**src/rtl/reg_read_stage_if.sv**
```systemverilog
// Issue, PRF read, bypass, flush and execute-side signals of one register-read lane.
// The master modport is the environment around the stage; the slave modport is the stage itself.
interface reg_read_stage_if #(
    parameter int unsigned NUM_FUS   = 4,
    parameter int unsigned NUM_PREGS = 64,
    parameter int unsigned PREG_W    = $clog2(NUM_PREGS),
    parameter int unsigned TAG_W     = 6,
    parameter int unsigned CTRL_W    = 16
);
    logic                      iss_valid;
    logic                      iss_ready;
    logic [PREG_W-1:0]         iss_src1_reg;
    logic [PREG_W-1:0]         iss_src2_reg;
    logic                      iss_src1_used;
    logic                      iss_src2_used;
    logic [PREG_W-1:0]         iss_dst_reg;
    logic [TAG_W-1:0]          iss_tag;
    logic [CTRL_W-1:0]         iss_ctrl;

    logic [PREG_W-1:0]         prf_src1_reg;
    logic [PREG_W-1:0]         prf_src2_reg;
    logic [31:0]               prf_src1_val;
    logic [31:0]               prf_src2_val;

    logic [NUM_FUS-1:0]        bp_valid;
    logic [NUM_FUS*PREG_W-1:0] bp_dst_reg;
    logic [NUM_FUS*32-1:0]     bp_val;

    logic                      flush;

    logic                      ex_valid;
    logic                      ex_ready;
    logic [31:0]               ex_src1_val;
    logic [31:0]               ex_src2_val;
    logic [PREG_W-1:0]         ex_dst_reg;
    logic [TAG_W-1:0]          ex_tag;
    logic [CTRL_W-1:0]         ex_ctrl;

    modport master (
        output iss_valid, iss_src1_reg, iss_src2_reg, iss_src1_used, iss_src2_used,
               iss_dst_reg, iss_tag, iss_ctrl,
        input  iss_ready,
        input  prf_src1_reg, prf_src2_reg,
        output prf_src1_val, prf_src2_val,
        output bp_valid, bp_dst_reg, bp_val,
        output flush,
        input  ex_valid, ex_src1_val, ex_src2_val, ex_dst_reg, ex_tag, ex_ctrl,
        output ex_ready
    );

    modport slave (
        input  iss_valid, iss_src1_reg, iss_src2_reg, iss_src1_used, iss_src2_used,
               iss_dst_reg, iss_tag, iss_ctrl,
        output iss_ready,
        output prf_src1_reg, prf_src2_reg,
        input  prf_src1_val, prf_src2_val,
        input  bp_valid, bp_dst_reg, bp_val,
        input  flush,
        output ex_valid, ex_src1_val, ex_src2_val, ex_dst_reg, ex_tag, ex_ctrl,
        input  ex_ready
    );
endinterface

```
**src/rtl/reg_read_stage.sv**
```systemverilog
// Register-read stage for one FU lane: PRF read from the RR slot, same-cycle writeback
// bypass, and a registered OUT slot toward execute with valid/ready backpressure and flush.
module reg_read_stage #(
    parameter int unsigned NUM_FUS   = 4,
    parameter int unsigned NUM_PREGS = 64,
    parameter int unsigned TAG_W     = 6,
    parameter int unsigned CTRL_W    = 16
) (
    input  logic              clk,
    input  logic              rst,
    reg_read_stage_if.slave   io
);
    localparam int unsigned PREG_W = $clog2(NUM_PREGS);

    logic              rr_valid;
    logic [PREG_W-1:0] rr_src1_reg;
    logic [PREG_W-1:0] rr_src2_reg;
    logic              rr_src1_used;
    logic              rr_src2_used;
    logic [PREG_W-1:0] rr_dst_reg;
    logic [TAG_W-1:0]  rr_tag;
    logic [CTRL_W-1:0] rr_ctrl;

    logic              ex_valid_q;
    logic [31:0]       ex_src1_q;
    logic [31:0]       ex_src2_q;
    logic [PREG_W-1:0] ex_dst_q;
    logic [TAG_W-1:0]  ex_tag_q;
    logic [CTRL_W-1:0] ex_ctrl_q;

    logic              advance;
    logic              accept;
    logic [31:0]       op1;
    logic [31:0]       op2;

    // Lowest-numbered matching writeback wins; an unused source reads as zero.
    function automatic logic [31:0] select_operand(
        input logic                      used,
        input logic [PREG_W-1:0]         src,
        input logic [31:0]               prf_val,
        input logic [NUM_FUS-1:0]        bpv,
        input logic [NUM_FUS*PREG_W-1:0] bpd,
        input logic [NUM_FUS*32-1:0]     bpval
    );
        logic [31:0] v;
        logic        hit;
        v   = prf_val;
        hit = 1'b0;
        for (int j = 0; j < int'(NUM_FUS); j++) begin
            if (!hit && bpv[j] && (bpd[j*PREG_W +: PREG_W] == src)) begin
                v   = bpval[j*32 +: 32];
                hit = 1'b1;
            end
        end
        if (!used) begin
            v = 32'h0;
        end
        return v;
    endfunction

    always_comb begin
        advance = rr_valid && (!ex_valid_q || io.ex_ready);
        accept  = io.iss_valid && io.iss_ready;
        op1     = select_operand(rr_src1_used, rr_src1_reg, io.prf_src1_val,
                                 io.bp_valid, io.bp_dst_reg, io.bp_val);
        op2     = select_operand(rr_src2_used, rr_src2_reg, io.prf_src2_val,
                                 io.bp_valid, io.bp_dst_reg, io.bp_val);
    end

    assign io.iss_ready    = !io.flush && (!rr_valid || advance);
    assign io.prf_src1_reg = rr_src1_reg;
    assign io.prf_src2_reg = rr_src2_reg;

    assign io.ex_valid     = ex_valid_q;
    assign io.ex_src1_val  = ex_src1_q;
    assign io.ex_src2_val  = ex_src2_q;
    assign io.ex_dst_reg   = ex_dst_q;
    assign io.ex_tag       = ex_tag_q;
    assign io.ex_ctrl      = ex_ctrl_q;

    // RR slot: refills on accept, empties when its uop moves to OUT; flush drops it.
    always_ff @(posedge clk) begin
        if (rst) begin
            rr_valid     <= 1'b0;
            rr_src1_reg  <= '0;
            rr_src2_reg  <= '0;
            rr_src1_used <= 1'b0;
            rr_src2_used <= 1'b0;
            rr_dst_reg   <= '0;
            rr_tag       <= '0;
            rr_ctrl      <= '0;
        end else if (io.flush) begin
            rr_valid <= 1'b0;
        end else if (accept) begin
            rr_valid     <= 1'b1;
            rr_src1_reg  <= io.iss_src1_reg;
            rr_src2_reg  <= io.iss_src2_reg;
            rr_src1_used <= io.iss_src1_used;
            rr_src2_used <= io.iss_src2_used;
            rr_dst_reg   <= io.iss_dst_reg;
            rr_tag       <= io.iss_tag;
            rr_ctrl      <= io.iss_ctrl;
        end else if (advance) begin
            rr_valid <= 1'b0;
        end
    end

    // OUT slot: operands are captured once on advance and held until execute takes them.
    always_ff @(posedge clk) begin
        if (rst) begin
            ex_valid_q <= 1'b0;
            ex_src1_q  <= '0;
            ex_src2_q  <= '0;
            ex_dst_q   <= '0;
            ex_tag_q   <= '0;
            ex_ctrl_q  <= '0;
        end else if (io.flush) begin
            ex_valid_q <= 1'b0;
        end else if (advance) begin
            ex_valid_q <= 1'b1;
            ex_src1_q  <= op1;
            ex_src2_q  <= op2;
            ex_dst_q   <= rr_dst_reg;
            ex_tag_q   <= rr_tag;
            ex_ctrl_q  <= rr_ctrl;
        end else if (io.ex_ready) begin
            ex_valid_q <= 1'b0;
        end
    end
endmodule

```
**src/flat_wrapper.sv**
```systemverilog
// flat-port wrapper written by rule: the top's interface ports become plain ports
module reg_read_stage_flat 
#(
    parameter int unsigned NUM_FUS   = 4,
    parameter int unsigned NUM_PREGS = 64,
    parameter int unsigned TAG_W     = 6,
    parameter int unsigned CTRL_W    = 16
)
  (clk, rst, io_iss_valid, io_iss_src1_reg, io_iss_src2_reg, io_iss_src1_used, io_iss_src2_used, io_iss_dst_reg, io_iss_tag, io_iss_ctrl, io_iss_ready, io_prf_src1_reg, io_prf_src2_reg, io_prf_src1_val, io_prf_src2_val, io_bp_valid, io_bp_dst_reg, io_bp_val, io_flush, io_ex_valid, io_ex_src1_val, io_ex_src2_val, io_ex_dst_reg, io_ex_tag, io_ex_ctrl, io_ex_ready);
  reg_read_stage_if #(.NUM_FUS(NUM_FUS), .NUM_PREGS(NUM_PREGS), .TAG_W(TAG_W), .CTRL_W(CTRL_W)) io_i ();
  input  logic clk;
  input  logic rst;
  input wire logic [$bits(io_i.iss_valid)-1:0] io_iss_valid;
  input wire logic [$bits(io_i.iss_src1_reg)-1:0] io_iss_src1_reg;
  input wire logic [$bits(io_i.iss_src2_reg)-1:0] io_iss_src2_reg;
  input wire logic [$bits(io_i.iss_src1_used)-1:0] io_iss_src1_used;
  input wire logic [$bits(io_i.iss_src2_used)-1:0] io_iss_src2_used;
  input wire logic [$bits(io_i.iss_dst_reg)-1:0] io_iss_dst_reg;
  input wire logic [$bits(io_i.iss_tag)-1:0] io_iss_tag;
  input wire logic [$bits(io_i.iss_ctrl)-1:0] io_iss_ctrl;
  output wire logic [$bits(io_i.iss_ready)-1:0] io_iss_ready;
  output wire logic [$bits(io_i.prf_src1_reg)-1:0] io_prf_src1_reg;
  output wire logic [$bits(io_i.prf_src2_reg)-1:0] io_prf_src2_reg;
  input wire logic [$bits(io_i.prf_src1_val)-1:0] io_prf_src1_val;
  input wire logic [$bits(io_i.prf_src2_val)-1:0] io_prf_src2_val;
  input wire logic [$bits(io_i.bp_valid)-1:0] io_bp_valid;
  input wire logic [$bits(io_i.bp_dst_reg)-1:0] io_bp_dst_reg;
  input wire logic [$bits(io_i.bp_val)-1:0] io_bp_val;
  input wire logic [$bits(io_i.flush)-1:0] io_flush;
  output wire logic [$bits(io_i.ex_valid)-1:0] io_ex_valid;
  output wire logic [$bits(io_i.ex_src1_val)-1:0] io_ex_src1_val;
  output wire logic [$bits(io_i.ex_src2_val)-1:0] io_ex_src2_val;
  output wire logic [$bits(io_i.ex_dst_reg)-1:0] io_ex_dst_reg;
  output wire logic [$bits(io_i.ex_tag)-1:0] io_ex_tag;
  output wire logic [$bits(io_i.ex_ctrl)-1:0] io_ex_ctrl;
  input wire logic [$bits(io_i.ex_ready)-1:0] io_ex_ready;
  assign io_i.iss_valid = io_iss_valid;
  assign io_i.iss_src1_reg = io_iss_src1_reg;
  assign io_i.iss_src2_reg = io_iss_src2_reg;
  assign io_i.iss_src1_used = io_iss_src1_used;
  assign io_i.iss_src2_used = io_iss_src2_used;
  assign io_i.iss_dst_reg = io_iss_dst_reg;
  assign io_i.iss_tag = io_iss_tag;
  assign io_i.iss_ctrl = io_iss_ctrl;
  assign io_iss_ready = io_i.iss_ready;
  assign io_prf_src1_reg = io_i.prf_src1_reg;
  assign io_prf_src2_reg = io_i.prf_src2_reg;
  assign io_i.prf_src1_val = io_prf_src1_val;
  assign io_i.prf_src2_val = io_prf_src2_val;
  assign io_i.bp_valid = io_bp_valid;
  assign io_i.bp_dst_reg = io_bp_dst_reg;
  assign io_i.bp_val = io_bp_val;
  assign io_i.flush = io_flush;
  assign io_ex_valid = io_i.ex_valid;
  assign io_ex_src1_val = io_i.ex_src1_val;
  assign io_ex_src2_val = io_i.ex_src2_val;
  assign io_ex_dst_reg = io_i.ex_dst_reg;
  assign io_ex_tag = io_i.ex_tag;
  assign io_ex_ctrl = io_i.ex_ctrl;
  assign io_i.ex_ready = io_ex_ready;
  reg_read_stage #(.NUM_FUS(NUM_FUS), .NUM_PREGS(NUM_PREGS), .TAG_W(TAG_W), .CTRL_W(CTRL_W)) u_core (.clk(clk), .rst(rst), .io(io_i));
endmodule
```
**config.mk**
```make
export PLATFORM = sky130hd
export DESIGN_NAME = reg_read_stage_flat
export DESIGN_NICKNAME = d
export VERILOG_FILES = /design/src/rtl/reg_read_stage_if.sv /design/src/rtl/reg_read_stage.sv /design/src/flat_wrapper.sv
export SDC_FILE = /design/constraint.sdc
export NUM_CORES = 1
export LEC_CHECK = 0
export BUFFER_PORTS_ARGS = -buffer_cell sky130_fd_sc_hd__buf_2
export CAP_MARGIN = 5
export CORE_AREA = 2 2 143 145
export CTS_CLUSTER_DIAMETER = 40
export DETAILED_ROUTE_END_ITERATION = 16
export DIE_AREA = 0 0 145 147
export HOLD_SLACK_MARGIN = 0.1
export PLACE_DENSITY = 0.74
export SYNTH_ARGS = -nofsm -noshare
export SYNTH_HDL_FRONTEND = slang
export SYNTH_SLANG_ARGS = --single-unit
```
**constraint.sdc**
```tcl
create_clock -name clk -period 4.1 [get_ports clk]
set_input_delay 0.205 -clock clk [delete_from_list [all_inputs] [get_ports clk]]
set_output_delay 0.205 -clock clk [all_outputs]
set_load 0.005 [all_outputs]
```
# After elaboration in Yosys (flattened, before gate mapping)
# Cells that the tools add are included.
# Widths: inputs -> output; s select.
op_classes:
  n_reduce_logical: 33
  magnitude_cmp: 0
  n_mux: 20
  n_addsub: 0
  div_mod_pow: 0
  n_mul: 0
  eq_ne: 8
  bitwise_logic: 1
  shifts: 0
ops:
  columns: ["op", "n"]
  rows:
  - ["$mux 32", 10]
  - ["$eq 6x6->1", 8]
  - ["$logic_and 1x1->1", 17]
  - ["$mux 1", 10]
  - ["$logic_not 1->1", 9]
  - ["$reduce_and 2->1", 2]
  - ["$reduce_bool 2->1", 2]
  - ["$logic_or 1x1->1", 2]
  - ["$reduce_or 2->1", 1]
  - ["$not 1->1", 1]
totals:
  mem_count: 0
  out_inout_bits: 106
  reg_bits: 136
  latch_bits: 0
  in_bits: 267
  mem_bits_rw: 0
  wordCells: 76
  rom_bits: 0

# Depth between registers and ports, before layout
# Gate-level depths: netlist of run 1.
logic_depth:
  depth_word: 16
  mapped_depth: 9
  depth_no_buf: 5

# Least setup slack after synthesis of run 1
# Ideal clock, no wire load.
synth_timing:
  path_type: "reg2reg"
  from: "register u_core.rr_src1_reg[3] (netlist: u_core.io.prf_src1_reg[3])"
  to: "register u_core.ex_src1_q[15] (netlist: u_core.io.ex_src1_val[15])"
  setup_slack_ns: 1.998
  path_buffers: 3
  required_time_ns: 3.977
  setup_ns: 0.123
  path_stages_with_launch: 9
  synth_period_minus_slack_ns: 2.102
  arrival_ns: 1.979
  path_cell_list: "dfxtp_1 -> buf_2 -> xor2_1 -> or4b_1 -> buf_2 -> buf_6 -> or3_1 -> a41oi_1 -> o21ai_1"
synth_via:
  elab_chain_cells: 16
  elab_cells_between_ends: 22
  classes_between: "4 x eq/ne; 8 x mux; 10 x reduce/logical"
synth_lines:
  columns: ["element", "line", "rtl"]
  rows:
  - ["from (decl)", "reg_read_stage.sv:16", "logic [PREG_W-1:0] rr_src1_reg;"]
  - ["from (signal assigned)", "reg_read_stage.sv:96", "rr_src1_reg <= io.iss_src1_reg;"]
  - ["$eq 6x6->1", "reg_read_stage.sv:50", "if (!hit && bpv[j] && (bpd[j*PREG_W +: PREG_W] == src)) begin"]
  - ["$logic_and 1x1->1", "reg_read_stage.sv:50", null]
  - ["$mux 1", "reg_read_stage.sv:50", null]
  - ["$logic_not 1->1", "reg_read_stage.sv:50", null]
  - ["$logic_and 1x1->1 (2 in series)", "reg_read_stage.sv:50", null]
  - ["$mux 1", "reg_read_stage.sv:50", null]
  - ["$logic_not 1->1", "reg_read_stage.sv:50", null]
  - ["$logic_and 1x1->1 (2 in series)", "reg_read_stage.sv:50", null]
  - ["$mux 1", "reg_read_stage.sv:50", null]
  - ["$logic_not 1->1", "reg_read_stage.sv:50", null]
  - ["$logic_and 1x1->1 (2 in series)", "reg_read_stage.sv:50", null]
  - ["$mux 32 *", "reg_read_stage.sv:50", null]
  - ["$mux 32 *", "reg_read_stage.sv:55", "if (!used) begin"]
  - ["to (signal assigned)", "reg_read_stage.sv:121", "ex_src1_q <= op1;"]
  - ["to (decl)", "reg_read_stage.sv:25", "logic [31:0] ex_src1_q;"]
# Every way passes the cells marked *; elsewhere a longest branch is shown, timed or not.
# A chain may end at the register's enable or synchronous reset.

# Worst setup path after layout of run 1
layout_timing:
  from: "register u_core.rr_src1_reg[0] (netlist: u_core.io.prf_src1_reg[0])"
  to: "register u_core.ex_src1_q[10] (netlist: u_core.io.ex_src1_val[10])"
# Same word-level chain as after synthesis.

==> results of run 1 <==
worst max-delay path by stage:
stage,start,endpoint
3_3_place_gp,u_core.io.prf_src2_reg[3]$_SDFFE_PP0P_,u_core.io.ex_src2_val[22]$_SDFFE_PP0P_
5_1_grt,u_core.io.prf_src2_reg[3]$_SDFFE_PP0P_,u_core.io.ex_src2_val[18]$_SDFFE_PP0P_
6_report,u_core.io.prf_src1_reg[0]$_SDFFE_PP0P_,u_core.io.ex_src1_val[10]$_SDFFE_PP0P_
4_1_cts,u_core.io.prf_src2_reg[3]$_SDFFE_PP0P_,u_core.io.ex_src2_val[22]$_SDFFE_PP0P_
2_1_floorplan,u_core.io.prf_src1_reg[3]$_SDFFE_PP0P_,u_core.io.ex_src1_val[15]$_SDFFE_PP0P_
3_5_place_dp,u_core.io.prf_src2_reg[3]$_SDFFE_PP0P_,u_core.io.ex_src2_val[22]$_SDFFE_PP0P_
stage by stage:
| step | worst slack, ps | power, W | utilization |
|---|---|---|---|
| finish | 1190 | 0.00343 | 0.584 |
| global route | 978 | 0.00352 | 0.584 |
| CTS | 1260 | 0.00341 | 0.583 |
| detailed placement | 1270 | 0.00194 | 0.531 |
| global placement | 1300 | 0.00193 | 0.531 |
| floorplan | 2000 | 0.00166 | - |
cell families after synthesis:
logic type / count (synthesis)
xor gates and xnor gates: 48
muxes: 1
DFF: 136
buffers and inverters: 138
and+or+nand+nor: 408
AOI/OAI and AO/OA: 398
cell type report:
cell class | count | area [um^2]
clock inverters | 14 | 116
multi-input cells | 855 | 5370
flip-flops and latches | 136 | 2720
clock buffers | 18 | 429
repair buffers | 448 | 2560
inverters | 7 | 26.3
diodes | 10 | 25.0
fillers | 1818 | 8250
well taps | 270 | 338
routing by layer:
| metal | global-route usage | part of all wire | wire, um |
|---|---|---|---|
| met5 | 0 | 0.0016 | 62 |
| met4 | 0.201 | 0.054 | 2150 |
| met3 | 0.113 | 0.12 | 4860 |
| met2 | 0.592 | 0.46 | 18500 |
| met1 | 0.427 | 0.36 | 14400 |
cells in the mapped netlist (6+ instances only):
master,count
inv_1,7
o21ai_0,73
nor3_1,35
a21boi_0,33
o41ai_1,19
nor2_1,39
o31a_1,24
dfxtp_1,136
a2111oi_0,21
a2111oi_2,8
o2111ai_1,45
a32oi_1,27
nand4_1,7
a21oi_1,72
clkbuf_1,91
buf_2,31
nand2_1,178
xnor2_1,29
xor2_1,19
buf_4,6
nor2b_1,34
o41ai_2,11
o21ai_1,17
nand3_1,60
o211ai_1,26
and3_1,34
power breakdown:
group | internal (W) | switching (W) | leakage, nW
clock | 0.000790 | 0.000673 | 0.262
sequential | 0.00134 | 0.0000242 | 1.10
combinational | 0.000235 | 0.000362 | 3.30
total | 0.00237 | 0.00106 | 4.66
timing repair:
action,4_1_cts,5_1_grt
hold buffers,48,0
setup endpoints to repair,0,0
endpoints found under the hold margin,47,0
gates resized for setup,0,0
worst max-delay path: cells and delay by family (launching register included):
family,cells,cell delay [ps]
AO/OA/AOI/OAI,3,670
AND/OR/NAND/NOR,1,1020
XOR/XNOR,1,170
buffers and inverters,1,420
flip-flops,1,490
==> impl_metrics.tcl, run 1 <==
set metrics [dict create \
    max_stage_delay_ps 1020 \
    clock_latency_ps 430 \
    grt_pass1_vias 10800 \
    rsz0062_at_grt "no" \
    post_cts_buffers 0 \
    detail_route.first_pass.iterations 5 \
    yosys.area_share.simple 0.224 \
    synth_top_family_by_area "compound AO/OA/AOI/OAI gates" \
    tritoncts "built" \
    cts_max_level 4 \
    hpwl_um 26500 \
    ios 373 \
    critPathKind "flip-flop to flip-flop" \
    synth_seq_cells 136 \
    gr-total-overflow 0 \
    grt.total_usage 0.363 \
    vias 11100 \
    start_kind "flip-flop" \
    hold_class "input port to flip-flop" \
    timing.final.crit_share 0.709 \
    ys_top_cells_by_area "dfxtp_1 32%, nand2_1 7.7%, o2111ai_1 4.6%" \
    vdd_drop_max_uv 315 \
    synth_compound_area_frac 0.342 \
    synth_cell_types 48 \
    fp-row-count 52 \
    synth_ff_type "dfxtp_1" \
    wl_per_cell_um 22.7 \
    leakagePower_nw 4.66 \
    slew_violations 0 \
    routed_wl_um 39900 \
    die_area_mm2 0.0213 \
    syn_nets 1396 \
    dr.first_iter.drc_count 1068 \
    synthCells 1129 \
    drc 0 \
    crit_path_end_kind "flip-flop" \
    synth-adder-area-share 0 \
    p_per_area_mw_per_mm2 296 \
    setup_viol 0 \
    syn-cell-area_mm2 0.00864 \
    routabilityCongestion 0.915 \
    final_nets 1732 \
    setup_tns_ps 0 \
    die_h_um 147 \
    antenna_found_initial 13 \
    clkTransAtPathRegs_ps 70 \
    synth.area.mux_share 0.00116 \
    core_region_area_mm2 0.0198 \
    yosys.area.top_type_share 0.315 \
    fp.dieW_um 145 \
    holdWs_ps 111 \
    mostFrequentLayoutCells "372 x buf_2, 178 x nand2_1, 136 x dfxtp_1" \
    maxSlewHeadroom 0.224 \
    period_minus_slack_ps 2910 \
    path_cells "xor2_1, or4b_2, a2bb2o_1, buf_4, a32oi_1, o21ai_0" \
    worstHoldStart "io_bp_val[123]" \
    max_freq_mhz 344 \
    status "complete, no violations" \
    syn_avg_cell_area_um2 7.65 \
    design_area_mm2 0.0116 \
    reg2reg_from "u_core.io.prf_src1_reg[0]$_SDFFE_PP0P_" \
    cts.root.buffer_cell "clkbuf_16" \
    drive_gt1_frac 0.316 \
    yosysTopAreaCell "dfxtp_1" \
    cp.required_ps 4430 \
    worst_slew_pin_slew_ps 1160 \
    grt_pass1_wl_um 60900 \
    whs_path_depth 3 \
    placed_cells 1668 \
    grt_max_degree 75 \
    cp.arrival_ps 3240 \
    worst-path-max-fanout 32 \
    cts_buffers 17 \
    yosys_warnings 0 \
    synthArstFlopShare 0 \
    synth_edf_count 0 \
    finalHoldViolCount 0 \
    cap_viol_max_count 0 \
    skew_ps 14.2 \
    io_buffer_count 372 \
    layout_commonest_cell "buf_2" \
    place_area_mm2 0.0105 \
    area.growth.synth_to_final_pct 34.2 \
    postRouteAntennaNets 0 \
    rrSetupSlack_ps 1190 \
    clockBufferDepth 2 \
    initial_utilization 0.435 \
    routed_via_density 6.32 \
    reg2reg_to "u_core.io.ex_src1_val[10]$_SDFFE_PP0P_" \
    ys_seq_area_frac 0.315 \
    clkSinkCount 136 \
    hold-path-endpoint "u_core.io.ex_src1_val[27]$_SDFFE_PP0P_" \
    synth_xor_area_frac 0.0487 \
    final_cell_count_no_fill 1758 \
    ff2ff_path_depth 6 \
    slowest_stage "or4b_2" \
]
No activity file was read; power rests on OpenSTA's default activity.
==> run 2, diff against run 1 <==
CORE_AREA = 2 2 144 146   (was 2 2 143 145)
DIE_AREA = 0 0 146 148   (was 0 0 145 147)
PLACE_DENSITY = 0.77   (was 0.74)
clock period = 2.4 ns   (was 4.1 ns; I/O delays follow)
==> impl_metrics.tcl, run 2 (synthesis results as in run 1) <==
set metrics [dict create \
    status "complete, no violations" \
    post_cts_buffers 0 \
    setup_viol 0 \
    clock_latency_ps 420 \
    initial_utilization 0.431 \
    fp.dieW_um 146 \
    clkTransAtPathRegs_ps 60 \
    worst_slew_pin_slew_ps 904 \
    wl_met1_um 14500 \
    postRouteAntennaNets 0 \
    leakagePower_nw 5.08 \
    clkSinkCount 136 \
    final_nets 1807 \
    ios 373 \
    setup_slack_ps 85.2 \
    drive_gt1_frac 0.314 \
    mostFrequentLayoutCells "372 x buf_2, 178 x nand2_1, 135 x dfxtp_1" \
    cpLargestDelayFamily "simple AND/OR/NAND/NOR gates" \
    clockBufferDepth 2 \
    slew_violations 0 \
    critPathKind "flip-flop to flip-flop" \
    vias 11400 \
    fp-row-count 52 \
    skew_ps 7.40 \
    hpwl_um 26200 \
    cp.arrival_ps 2610 \
    start_kind "flip-flop" \
    routed_wl_um 40600 \
    vdd_drop_max_uv 534 \
    p_per_area_mw_per_mm2 496 \
    wl_per_cell_um 22.2 \
    path_cells "xor2_1, or4b_2, buf_12, or3_1, a41oi_2, o21ai_1" \
    max_stage_delay_ps 710 \
    crit_path_end_kind "flip-flop" \
    period_minus_slack_ps 2310 \
    grt.total_usage 0.363 \
    slowest_stage "or4b_2" \
    layout_commonest_cell "buf_2" \
    antenna_found_initial 15 \
    cts_max_level 4 \
    grt_max_degree 71 \
    core_region_area_mm2 0.0200 \
    wl_met3_um 4970 \
    hold_class "input port to flip-flop" \
    worst-path-buf-inv 1 \
    pre_cts_slack_ps 69.7 \
    routabilityCongestion 0.928 \
    finalHoldViolCount 0 \
    finalPower_w 0.00621 \
    top_layer "met5" \
    maxSlewHeadroom 0.396 \
    cp.required_ps 2700 \
    route.met2.wl_um 18500 \
    drc 0 \
    cap_viol_max_count 0 \
    routed_via_density 6.23 \
    cts.root.buffer_cell "clkbuf_16" \
    io_buffer_count 372 \
    area.growth.synth_to_final_pct 45.0 \
    die_area_mm2 0.0216 \
    gr-total-overflow 0 \
    dr.first_iter.drc_count 961 \
    timing.final.crit_share 0.965 \
    tritoncts "built" \
    grt_pass1_vias 11200 \
    detail_route.first_pass.iterations 5 \
    cts_buffers 17 \
    max_freq_mhz 432 \
    worst-path-max-fanout 62 \
    grt_pass1_wl_um 61700 \
    die_h_um 148 \
]
[run 2: cell count changes in the layout (fill, tap and decap cells not counted), sizes merged]
cell,delta
dlygate4sd3,+59
bufinv,+3
inv,-4
buf,+15
clkbuf,+1
[run 2: final timing paths]
| path | startpoint | end | slack [ps] | depth (start not counted) |
|---|---|---|---|---|
| setup / recovery | u_core.io.prf_src1_reg[3]$_SDFFE_PP0P_ | u_core.io.ex_src1_val[18]$_SDFFE_PP0P_ | 90 | 6 |
| hold reg to reg | u_core.rr_ctrl[5]$_SDFFE_PP0P_ | u_core.io.ex_ctrl[5]$_SDFFE_PP0P_ | 450 | 2 |
| setup reg to reg | u_core.io.prf_src1_reg[3]$_SDFFE_PP0P_ | u_core.io.ex_src1_val[18]$_SDFFE_PP0P_ | 90 | 6 |
| hold / removal | io_bp_val[92] | u_core.io.ex_src1_val[28]$_SDFFE_PP0P_ | 110 | 4 |
[run 2: worst register-to-register path, cell delays in order, from the launching register on]
cell and delay, ps:
dfxtp_1 320, xor2_1 160, or4b_2 710, buf_12 210, or3_1 460, a41oi_2 220
o21ai_1 100
[run 2: timing repair]
item / 4_1_cts / 5_1_grt
hold buffers: 107 / 0
endpoints found under the setup margin: 0 / 10
hold endpoints to repair: 99 / 0
gates resized for setup: 0 / 7
[run 2: power by group]
| group | switching, W | internal [W] |
|---|---|---|
| logic | 0.000644 | 0.000497 |
| clock network | 0.00109 | 0.00165 |
| registers | 0.0000335 | 0.00230 |
| total | 0.00177 | 0.00444 |
[run 2: final cells by class]
class,count,area (um^2)
Tap cell,270,338
Timing Repair Buffer,523,3420
Multi-Input combinational cell,855,5390
Fill cell,1726,7510
Sequential cell,136,2720
Clock inverter,13,173
Clock buffer,18,429
Antenna cell,10,25.0
Inverter,7,26.3
[run 2: layer usage]
metal,up-vias,track usage
met5,-,0
met2,945,0.594
met1,5205,0.422
met3,218,0.101
met4,8,0.227
li1,5043,-
[run 2: through the flow]
stage                     std cells   util  setup TNS (ps)  instance area (um^2)  hold slack [ps]
after floorplan                1129      -               0                  8640              199
after global placement         1683  0.538               0                 10800              361
after detailed placement       1683  0.538               0                 10800              365
after CTS                      1821  0.622               0                 12500              100
after global routing           1829  0.625          -0.959                 12500              116
final                          1832  0.625               0                 12500              109
